File: src/rtl/ahb_timer_slave.sv
// AHB-Lite slave with one prescaled down-counter, auto-reload and level irq; zero-wait OKAY register access.
// Illegal accesses get a two-cycle ERROR (hreadyout low only in the first cycle); no other backpressure.
module ahb_timer_slave #(
    parameter int ADDR_WIDTH     = 32,
    parameter int DATA_WIDTH     = 32,
    parameter int PRESCALE_WIDTH = 16
) (
    input  logic                  i_hclk,
    input  logic                  i_hreset,
    input  logic                  i_hsel,
    input  logic [ADDR_WIDTH-1:0] i_haddr,
    input  logic [1:0]            i_htrans,
    input  logic                  i_hwrite,
    input  logic [2:0]            i_hsize,
    input  logic [DATA_WIDTH-1:0] i_hwdata,
    input  logic                  i_hready,
    output logic [DATA_WIDTH-1:0] o_hrdata,
    output logic                  o_hreadyout,
    output logic                  o_hresp,
    output logic                  o_irq
);

    localparam logic [1:0] ST_IDLE = 2'd0;
    localparam logic [1:0] ST_ERR1 = 2'd1;
    localparam logic [1:0] ST_ERR2 = 2'd2;

    localparam logic [2:0] OFF_CTRL     = 3'd0;
    localparam logic [2:0] OFF_LOAD     = 3'd1;
    localparam logic [2:0] OFF_COUNT    = 3'd2;
    localparam logic [2:0] OFF_PRESCALE = 3'd3;
    localparam logic [2:0] OFF_STATUS   = 3'd4;

    logic [1:0]                state_q, state_d;
    logic                      dp_vld_q, dp_vld_d;
    logic                      dp_wr_q, dp_wr_d;
    logic [2:0]                dp_off_q, dp_off_d;
    logic [2:0]                ctrl_q, ctrl_d;
    logic [DATA_WIDTH-1:0]     load_q, load_d;
    logic [DATA_WIDTH-1:0]     count_q, count_d;
    logic [PRESCALE_WIDTH-1:0] prescale_q, prescale_d;
    logic [PRESCALE_WIDTH-1:0] pcnt_q, pcnt_d;
    logic                      expired_q, expired_d;

    logic                  accept;
    logic                  legal;
    logic                  wr_en;
    logic                  tick;
    logic                  expire;
    logic [DATA_WIDTH-1:0] rdata_mux;
    logic                  unused_haddr;

    assign unused_haddr = ^i_haddr[ADDR_WIDTH-1:5];

    // hready is low during ERR1 anyway; gating here keeps a stray address phase from latching.
    assign accept = i_hsel & i_hready & i_htrans[1] & (state_q != ST_ERR1);
    assign legal  = (i_hsize == 3'b010) && (i_haddr[1:0] == 2'b00) && (i_haddr[4:2] <= OFF_STATUS);

    always_comb begin
        state_d = state_q;
        case (state_q)
            ST_IDLE: if (accept && !legal) state_d = ST_ERR1;
            ST_ERR1: state_d = ST_ERR2;
            ST_ERR2: state_d = (accept && !legal) ? ST_ERR1 : ST_IDLE;
            default: state_d = ST_IDLE;
        endcase
    end

    assign dp_vld_d = accept & legal;
    assign dp_wr_d  = i_hwrite;
    assign dp_off_d = i_haddr[4:2];

    assign wr_en  = dp_vld_q & dp_wr_q;
    assign tick   = ctrl_q[0] && (pcnt_q == prescale_q);
    assign expire = tick && (count_q == '0);

    // Timer update first, then bus writes override it where both touch the same field.
    always_comb begin
        ctrl_d     = ctrl_q;
        load_d     = load_q;
        count_d    = count_q;
        prescale_d = prescale_q;
        pcnt_d     = pcnt_q;
        if (!ctrl_q[0] || tick) pcnt_d = '0;
        else                    pcnt_d = pcnt_q + 1'b1;
        if (tick) begin
            if (count_q != '0)  count_d   = count_q - 1'b1;
            else if (ctrl_q[1]) count_d   = load_q;
            else                ctrl_d[0] = 1'b0;
        end
        if (wr_en && dp_off_q == OFF_CTRL) ctrl_d = i_hwdata[2:0];
        if (wr_en && dp_off_q == OFF_LOAD) begin
            load_d  = i_hwdata;
            count_d = i_hwdata;
            pcnt_d  = '0;
        end
        if (wr_en && dp_off_q == OFF_PRESCALE) prescale_d = i_hwdata[PRESCALE_WIDTH-1:0];
        expired_d = (expired_q & ~(wr_en && dp_off_q == OFF_STATUS && i_hwdata[0])) | expire;
    end

    always_ff @(posedge i_hclk or posedge i_hreset) begin
        if (i_hreset) begin
            state_q    <= ST_IDLE;
            dp_vld_q   <= 1'b0;
            dp_wr_q    <= 1'b0;
            dp_off_q   <= '0;
            ctrl_q     <= '0;
            load_q     <= '0;
            count_q    <= '0;
            prescale_q <= '0;
            pcnt_q     <= '0;
            expired_q  <= 1'b0;
        end else begin
            state_q    <= state_d;
            dp_vld_q   <= dp_vld_d;
            dp_wr_q    <= dp_wr_d;
            dp_off_q   <= dp_off_d;
            ctrl_q     <= ctrl_d;
            load_q     <= load_d;
            count_q    <= count_d;
            prescale_q <= prescale_d;
            pcnt_q     <= pcnt_d;
            expired_q  <= expired_d;
        end
    end

    always_comb begin
        rdata_mux = '0;
        case (dp_off_q)
            OFF_CTRL:     rdata_mux[2:0] = ctrl_q;
            OFF_LOAD:     rdata_mux = load_q;
            OFF_COUNT:    rdata_mux = count_q;
            OFF_PRESCALE: rdata_mux[PRESCALE_WIDTH-1:0] = prescale_q;
            OFF_STATUS:   rdata_mux[0] = expired_q;
            default:      rdata_mux = '0;
        endcase
    end

    assign o_hrdata    = (dp_vld_q && !dp_wr_q) ? rdata_mux : '0;
    assign o_hreadyout = (state_q != ST_ERR1);
    assign o_hresp     = (state_q != ST_IDLE);
    assign o_irq       = expired_q & ctrl_q[2];

endmodule

File: config.mk
export PLATFORM = sky130hd
export DESIGN_NAME = ahb_timer_slave
export DESIGN_NICKNAME = d
export VERILOG_FILES = /design/src/rtl/ahb_timer_slave.sv
export SDC_FILE = /design/constraint.sdc
export NUM_CORES = 1
export LEC_CHECK = 0
export CAP_MARGIN = 20
export CORE_UTILIZATION = 35
export DETAILED_ROUTE_END_ITERATION = 6
export SYNTH_ARGS = -nofsm -noshare
export SYNTH_HDL_FRONTEND = slang
export SYNTH_SLANG_ARGS = --single-unit
File: constraint.sdc
create_clock -name i_hclk -period 4.9 [get_ports i_hclk]
set_clock_uncertainty 0.15 [all_clocks]
set_input_delay 0.98 -clock i_hclk [delete_from_list [all_inputs] [get_ports i_hclk]]
set_output_delay 0.98 -clock i_hclk [all_outputs]
set_load 0.05 [all_outputs]
; Yosys cells after proc, flatten, opt, wreduce, memory -nomap -nowiden
; Index checks and enable logic that the tools add are counted.
[totals]
reg_bits = 107
latchBits = 0
mem_bits_rw = 0
romBits = 0
inputBits = 74
out_inout_bits = 35
elab_cells = 79
n_memories = 0
[classes]
n_addsub = 2
n_mul = 0
div_mod_pow = 0
magnitude_cmp = 1
eq_ne = 12
shift = 0
muxes = 18
bitwise = 9
n_reduce_logical = 26
[ops]
columns = operator, count
row1 = $mux 32, 5
row2 = $pmux 13 s3, 1
row3 = $logic_not 32->1, 1
row4 = $mux 16, 2
row5 = $pmux 16 s2, 1
row6 = $reduce_bool 32->1, 1
row7 = $sub 32x1->32 const B, 1
row8 = $add 16x1->16 const B, 1
row9 = $eq 16x16->1, 1
row10 = $logic_and 1x1->1, 11
row11 = $eq 3x2->1 const B, 3
row12 = $pmux 2 s4, 1
row13 = $and 1x1->1, 7
row14 = $ne 2x1->1 const B, 3
row15 = $pmux 2 s3, 1
row16 = $reduce_bool 2->1, 3
row17 = $mux 1, 5
row18 = $pmux 1 s5, 1
row19 = $logic_not 2->1, 2
row20 = $eq 3x1->1 const B, 1
row21 = $eq 3x3->1 const B, 1
row22 = $le 3x3->1 const B, 1
row23 = $logic_not 1->1, 3
row24 = $logic_not 3->1, 1
row25 = 10 further kinds, 10

; Logic depth before layout (Yosys ltp)
; Gate-level depths: netlist of the first run.
[depth]
word_depth = 7
ltp_mapped = 9
ltp_nobuf = 7

; Least setup slack after synthesis of the first run
; OpenSTA, ideal clock, no wires.
[synth_timing]
path_type = flip-flop to output port
from = register dp_off_q[0]
to = output port o_hrdata[21]
arrival_ns = 2.309
path_slack_ns = 1.461
stages_incl_launch_ff = 7
n_path_buf = 3
cell_sequence = dfrtp_1 buf_2 buf_1 nor3b_1 clkbuf_1 a22oi_1 nor2_1
[synth_via]
elab_chain_cells = 3
word_cells_on_any_way = 4
classes_between = eq/ne (2) / mux (2)
[synth_rtl]
columns = element, line_no
row1 = from (decl), 36  ; logic [2:0] dp_off_q, dp_off_d;
row2 = from (signal assigned), 116  ; dp_off_q <= dp_off_d;
row3 = $eq 3x2->1 / $eq 3x1->1 (equally long branches), 128  ; case (dp_off_q)
row4 = $pmux 16 s2 (*), 128
row5 = $mux 32 (*), 138  ; assign o_hrdata = (dp_vld_q && !dp_wr_q) ? rdata_mux : '0;
row6 = to (decl), 17  ; output logic [DATA_WIDTH-1:0] o_hrdata,
; Mark *: on every way between the ends. The rest lies on a longest branch, timed or not.

; Worst setup path after layout of the first run
[layout_timing]
from = register dp_off_q[0]
to = output port o_hrdata[25]
; Same word-level chain as after synthesis.

==> summary.txt, run 1 <==
Cells and area
  – # diodes: 0
  – Share of cells above drive strength 1: 0.118
  – Design area: 7480 um^2
  – Final nets: 812
  – Multi-input logic area: 3250 um^2
  – Fin cells: 965
  – Register area: 2680 um^2
  – Area grow syn2layout: 22.1%
  – # fillers: 1,711
  – Util after Layout: 0.436

Setup path
  – CP arrival: 2960 ps
  – CP required: 3770 ps
  – CP max FO: 18
  – Crit path kind: reg2out
  – Crit start category: flip-flop
  – Setup crit end kind: output port

Place
  – GP Congestion: ~0.86
  – Placement Cell Area: approximately 7200 um^2
  – HPWL Detailed: 12,600 um
  – Placed Instances: 947
  – Pre-CTS setup slack: 1190 ps
  – Buffers on Ports: 80

Timing
  – Final period utilization: 0.835
  – Hold Violations, Final: 0
  – Final worst setup slack: 809 ps
  – Setup-failing EPs final: 0
  – Tmin final: 4090 ps
  – Final slew viol count: 0
  – Actual slew at the worst max-slew pin: 911 ps
  – Setup repair after global routing missed its margin: no
  – Maximum clock rate: 244 MHz
  – Total Neg Setup Slack: 0 ps
  – Slew margin rel.: 0.392

Synth
  – Largest family of logic cells by synthesized area: simple AND/OR/NAND/NOR gates
  – Adder-cell share of the synthesized area: 0.00613
  – Ys async rst share: 1.00
  – Area share of xor/xnor cells in the synthesized design: 0.0615
  – Post-synth top area share: 0.437
  – Number of synthesized register bits: approximately 110
  – Sequential area share after synthesis: 0.437
  – Post-synthesis mux area share: 0.0678
  – Synth warn: 0
  – Unique masters post-synth: 60
  – Synth Flop Type: dfrtp_1
  – Syn Nets: 748
  – Simple-Gate Fraction of Synth Area: 0.228
  – Cells after Synth: between 600 and 700
  – Synthesized cell area: 6130 um^2
  – Mapped Avg Cell Area: between 9 and 10 um^2
  – Post-synthesis compound-gate area fraction: 0.163
  – Post-synth EDFFs: 0
  – Largest area contributor in the synthesized netlist: dfrtp_1
  – Synth area leaders: dfrtp_1 44%, nand2_1 7.0%, mux2_2 5.9%

GRT
  – Vias in the first global route: 5,291
  – Total track usage: 0.204
  – Met2 Track Usage GR: 0.322
  – GR peak layer: met2
  – Total gr overflow: 0
  – Global routing met3 resource utilization: 0.0340
  – Largest net degree at the start of global routing: 71
  – Initial antenna violation count: 0
  – Met1 Track Usage GR: 0.280
  – Global-route wire length before repair: 28,400 um

CTS
  – Clock sinks: 107
  – Clock latency on the worst-skew pair: 360 ps
  – TritonCTS clock tree: yes
  – H-tree depth: 3
  – Hold buffer count at CTS: 0
  – CTS-repair resized insts: 0
  – Clk buf depth: 2
  – Total CTS buffers: 9
  – Reg clk slew, reported paths: 80 ps
  – Post-CTS setup buffer count: 0
  – Root Buffer: clkbuf_16

Run status
  – Status: finished clean

Pwr
  – Pleak: 0.00309 uW
  – VDD IR max: 0.232 mV
  – Switching Share: 0.381
  – Gate power share: 0.306
  – Sequential power share: 0.430
  – Pwr/cell area: around 370 nW/um^2
  – Clock share of power: 0.264
  – Switch Pwr: 1040 uW
  – Power Internal: roughly 1700 uW

Drt
  – TritonRoute pass-1 iters: 5
  – Via count: approximately 5,500
  – Antenna Nets Post-Route: 0
  – Post-route DRC: 0
  – 1st-iter DRT viols: 528
  – Avg WL per Cell: 18.7 um
  – DRT Wirelength: roughly 18,000 um
  – Vias/cell: 5.68

Die
  – Cell Rows: 48
  – Area of the die: approximately 18,000 um^2
  – Die X: ~130 um
  – Die Ht: 134 um
  – Core area: 17,200 um^2
  – Starting Density: 0.357
  – I/O pin cnt: 109

Hold path
  – HP Class: reg2reg

Flow run
  – Max-Cap Viols: 0
==> critical path, stage by stage (launching register included) <==
cell	delay, ps
dfrtp_1	750
buf_4	300
nor3b_2	180
buf_4	290
a22oi_1	150
nor2_1	110
clkdlybuf4s50_1	810
==> placed cells by master (no fill, tap or decap), drive strengths merged, types with 15 or more instances in the layout <==
| cell type | n |
|---|---|
| a211oi | 19 |
| a221o | 15 |
| a22oi | 29 |
| buf | 16 |
| clkdlybuf4s50 | 80 |
| dfrtp | 107 |
| mux2 | 32 |
| nand2 | 116 |
| nand3 | 16 |
| nor2 | 83 |
| nor3 | 19 |
| nor4 | 17 |
| o21ai | 24 |
| xnor2 | 15 |
| xor2 | 28 |
==> synth_stat cells, types with 6 or more instances <==
cell type	number
nand2_1	115
nor4_1	15
a221o_1	15
xor2_1	28
a21oi_1	12
nor2_1	83
nand3_1	15
dfrtp_1	107
inv_1	9
clkbuf_1	29
o21ai_0	20
nand4_1	13
a211oi_1	15
a22oi_1	29
a31oi_1	6
buf_2	7
mux2_2	32
xnor2_1	15
nor3_1	17
==> through the flow <==
step                power, uW  hold WS [ps]
finish                   2740           324
global route             2880           357
CTS                      2730           334
detailed placement       2000           324
global placement         1980           293
floorplan                1730           276
==> area by class of cell <==
type / instances / share of cell area
Inverter: 9 / 0.00485
Tap cell: 225 / 0.0376
Timing Repair Buffer: 96 / 0.127
Multi-Input combinational cell: 512 / 0.435
Clock inverter: 6 / 0.00736
Sequential cell: 107 / 0.358
Clock buffer: 10 / 0.0306
==> per-layer routing <==
metal | vias to the layer above | part of all wire
met2 | 195 | 0.46
met1 | 2713 | 0.46
li1 | 2540 | -
met4 | 0 | 0.023
met3 | 30 | 0.056
met5 | - | 0
==> logic make-up (layout without fill, tap and decap cells) <==
| family | count (synthesis) | after routing |
|---|---|---|
| adder cells (fa/ha/maj) | 3 | 3 |
| buffers and inverters | 52 | 121 |
| XOR/XNOR | 43 | 43 |
| multiplexers | 35 | 35 |
| flip-flops | 107 | 107 |
| AND/OR/NAND/NOR | 297 | 297 |
| AO/OA/AOI/OAI | 134 | 134 |
==> flip-flops by register name, summed over array words and instances, names as in the netlist <==
register,flops
count_q,32
load_q,32
pcnt_q,16
prescale_q,16
ctrl_q,3
dp_off_q,3
state_q,2
dp_vld_q,1
dp_wr_q,1
expired_q,1
==> power by group through the flow <==
stage               Sequential (uW)  Combinational [uW]  Clock, uW
floorplan                      1130                 604          0
global placement               1190                 792          0
detailed placement             1190                 813          0
CTS                            1180                 819        738
global route                   1200                 911        770
finish                         1180                 839        723
==> path summary, 6_finish.rpt <==
path,startpoint,to,slack [ps],depth (start not counted)
min,state_q[0]$_DFFE_PP0P_,state_q[0]$_DFFE_PP0P_,320,1
max reg2reg,dp_off_q[0]$_DFF_PP0_,count_q[23]$_DFFE_PP0P_,1350,9
max in group asynchronous,i_hreset,count_q[12]$_DFFE_PP0P_,2700,3
min reg2reg,state_q[0]$_DFFE_PP0P_,state_q[0]$_DFFE_PP0P_,320,1
min in group asynchronous,i_hreset,prescale_q[4]$_DFFE_PP0P_,1010,2
max,dp_off_q[0]$_DFF_PP0_,o_hrdata[25],810,6
No activity file was read; power rests on OpenSTA's default activity.
==> run 2, diff against run 1 <==
clock period = 3.35 ns   (was 4.9 ns; I/O delays follow)
==> summary.txt, run 2 (same netlist as run 1, synthesis figures left out) <==
Timing
  – Maximum clock rate: roughly 330 MHz
  – Hold Violations, Final: 0 (unchanged)
  – Slew margin rel.: 0.391 (was 0.392)
  – Final period utilization: 0.906
  – Setup repair after global routing missed its margin: no (unchanged)
  – Total Neg Setup Slack: 0 ps (unchanged)
  – Final slew viol count: 0 (unchanged)
  – Final worst setup slack: 315 ps (was 809 ps)
  – Setup-failing EPs final: 0 (unchanged)
  – Actual slew at the worst max-slew pin: 905 ps (was 911 ps)
  – Tmin final: 3030 ps

GRT
  – Initial antenna violation count: 0 (unchanged)
  – Global routing met3 resource utilization: 0.0367 (was 0.0340)
  – GR peak layer: met2 (unchanged)
  – Global-route wire length before repair: 28,900 um (was 28,400 um)
  – Total gr overflow: 0 (unchanged)
  – Total track usage: 0.205 (was 0.204)
  – Largest net degree at the start of global routing: 108 (was 71)
  – Met1 Track Usage GR: 0.274 (was 0.280)
  – Vias in the first global route: 5,508 (was 5,291)
  – Met2 Track Usage GR: 0.334 (was 0.322)

Hold path
  – HP Class: reg2reg (unchanged)
  – Min-Delay Path Depth: 1 (unchanged)
  – Min-delay src: state_q[0]$_DFFE_PP0P_ (unchanged)
  – Hold path endpoint: state_q[0]$_DFFE_PP0P_ (unchanged)

Die
  – Area of the die: 18,000 um^2 (unchanged)
  – Die Ht: 134 um (unchanged)
  – Core area: 17,200 um^2 (unchanged)
  – Cell Rows: 48 (unchanged)
  – Starting Density: 0.357 (unchanged)
  – Die X: 134 um (unchanged)
  – I/O pin cnt: 109 (unchanged)

Place
  – HPWL Detailed: 12,800 um (was 12,600 um)
  – Placement Cell Area: 7570 um^2 (was 7160 um^2)
  – Buffers on Ports: 80 (unchanged)
  – GP Congestion: 0.825 (was 0.864)
  – Pre-CTS setup slack: 329 ps (was 1190 ps)

CTS
  – H-tree depth: 3 (unchanged)
  – Clock latency on the worst-skew pair: 360 ps (about the same)
  – Total CTS buffers: 9 (unchanged)
  – Post-CTS setup buffer count: 0 (unchanged)
  – TritonCTS clock tree: yes (unchanged)
  – CTS-repair resized insts: 0 (unchanged)
  – Clk buf depth: 2 (unchanged)
  – Hold buffer count at CTS: 0 (unchanged)
  – Clock sinks: 107 (unchanged)
  – Root Buffer: clkbuf_16 (unchanged)
  – Reg clk slew, reported paths: 80 ps (about the same)

Setup path
  – Largest stage delay on the critical path: 650 ps (was 810 ps)
  – R2R Setup Slk: 320 ps (was 1350 ps)
  – Crit path kind: reg2out (unchanged)
  – Worst r2r src: count_q[27]$_DFFE_PP0P_ (was dp_off_q[0]$_DFF_PP0_)
  – Setup crit start: dp_off_q[1]$_DFF_PP0_ (was dp_off_q[0]$_DFF_PP0_)
  – CP max FO: 14 (was 18)
  – Reg-to-Reg End: count_q[14]$_DFFE_PP0P_ (was count_q[23]$_DFFE_PP0P_)
  – Setup crit end kind: output port (unchanged)
  – Crit start category: flip-flop (unchanged)
  – Worst path most repeated cell: buf_4 (unchanged)
  – Worst-path cell chain: buf_4, o21ai_0, buf_4, nor2_1, buf_12 (was buf_4, nor3b_2, buf_4, a22oi_1, nor2_1, clkdlybuf4s50_1)
  – CP arrival: 2210 ps (was 2960 ps)
  – Slowest CP cell: dfrtp_1 (was clkdlybuf4s50_1)
  – Worst reg2reg path depth: 7 (was 9)
  – CP required: 2530 ps (was 3770 ps)

Run status
  – Status: finished clean (unchanged)

Cells and area
  – Most frequent cells in the layout: 115 x nand2_1, 107 x dfrtp_1, 83 x nor2_1, 48 x clkdlybuf4s50_1, 32 x mux2_2 (was 115 x nand2_1, 107 x dfrtp_1, 83 x nor2_1, 80 x clkdlybuf4s50_1, 32 x mux2_2)
  – Top flop regs: count_q: 32 flops, load_q: 32 flops (unchanged)
  – Share of cells above drive strength 1: 0.177 (was 0.118)
  – Design area: 7890 um^2 (was 7480 um^2)
  – Final nets: 825 (was 812)
  – Area grow syn2layout: 28.7% (was 22.1%)
  – Commonest non-fill, non-tap cell in the layout: nand2_1 (unchanged)
  – # diodes: 0 (unchanged)

Pwr
  – VDD IR max: 0.311 mV (was 0.232 mV)
  – Pwr/cell area: 521 nW/um^2 (was 366 nW/um^2)
  – Pleak: 0.00330 uW (was 0.00309 uW)

Drt
  – Vias/cell: 5.63 (was 5.68)
  – Antenna Nets Post-Route: 0 (unchanged)
  – Via count: 5,511 (was 5,478)
  – TritonRoute pass-1 iters: 5 (unchanged)
  – 1st-iter DRT viols: 476 (was 528)
  – Avg WL per Cell: 18.2 um (was 18.7 um)
  – Post-route DRC: 0 (unchanged)
  – DRT Wirelength: 17,800 um (was 18,000 um)

Flow run
  – Max-Cap Viols: 0 (unchanged)
run 2: where the power goes:
group | switching, uW | internal [uW] | leakage [uW]
logic | 735 | 563 | 0.00188
registers | 260 | 1450 | 0.00128
clock network | 564 | 535 | 0.000152
total | 1560 | 2550 | 0.00330
run 2: layout make-up:
| cell class | instances | area, um^2 |
|---|---|---|
| Inverter | 9 | 37.5 |
| Clock buffer | 9 | 225 |
| Multi-Input combinational cell | 512 | 3250 |
| Timing Repair Buffer | 109 | 1330 |
| Clock inverter | 7 | 85.1 |
| Fill cell | 1657 | 9290 |
| Sequential cell | 107 | 2680 |
| Tap cell | 225 | 282 |
run 2: worst max path at each step:
stage | to | slack (ps) | cells after the start
6_report | o_hrdata[8] | 320 | 5
5_1_grt | o_hrdata[0] | 240 | 7
4_1_cts | o_hrdata[8] | 320 | 5
3_5_place_dp | count_q[14]$_DFFE_PP0P_ | 330 | 7
3_3_place_gp | count_q[14]$_DFFE_PP0P_ | 350 | 7
2_1_floorplan | o_hrdata[21] | 220 | 6
run 2: metrics by stage:
| step | hold WS, ps | power (uW) | utilization | cells |
|---|---|---|---|---|
| 6_report | 313 | 4110 | 0.459 | 978 |
| 5_1_grt | 352 | 4330 | 0.459 | 978 |
| 4_1_cts | 320 | 4130 | 0.459 | 978 |
| 3_5_place_dp | 308 | 3020 | 0.441 | 962 |
| 3_3_place_gp | 297 | 2980 | 0.441 | 962 |
| 2_1_floorplan | 276 | 2530 | - | 671 |
run 2: routing by layer:
| metal | part of all wire | up-vias | routed length (um) |
|---|---|---|---|
| met3 | 0.054 | 21 | 955 |
| met4 | 0.015 | 0 | 274 |
| li1 | - | 2574 | - |
| met5 | 0 | - | 0 |
| met1 | 0.45 | 2715 | 8050 |
| met2 | 0.48 | 201 | 8560 |
run 2: worst max-delay path: cells and delay by family (launching register included):
family	cells	cell delay (ps)
simple gates	1	280
buf+inv	3	710
flops	1	650
compound gates	1	210
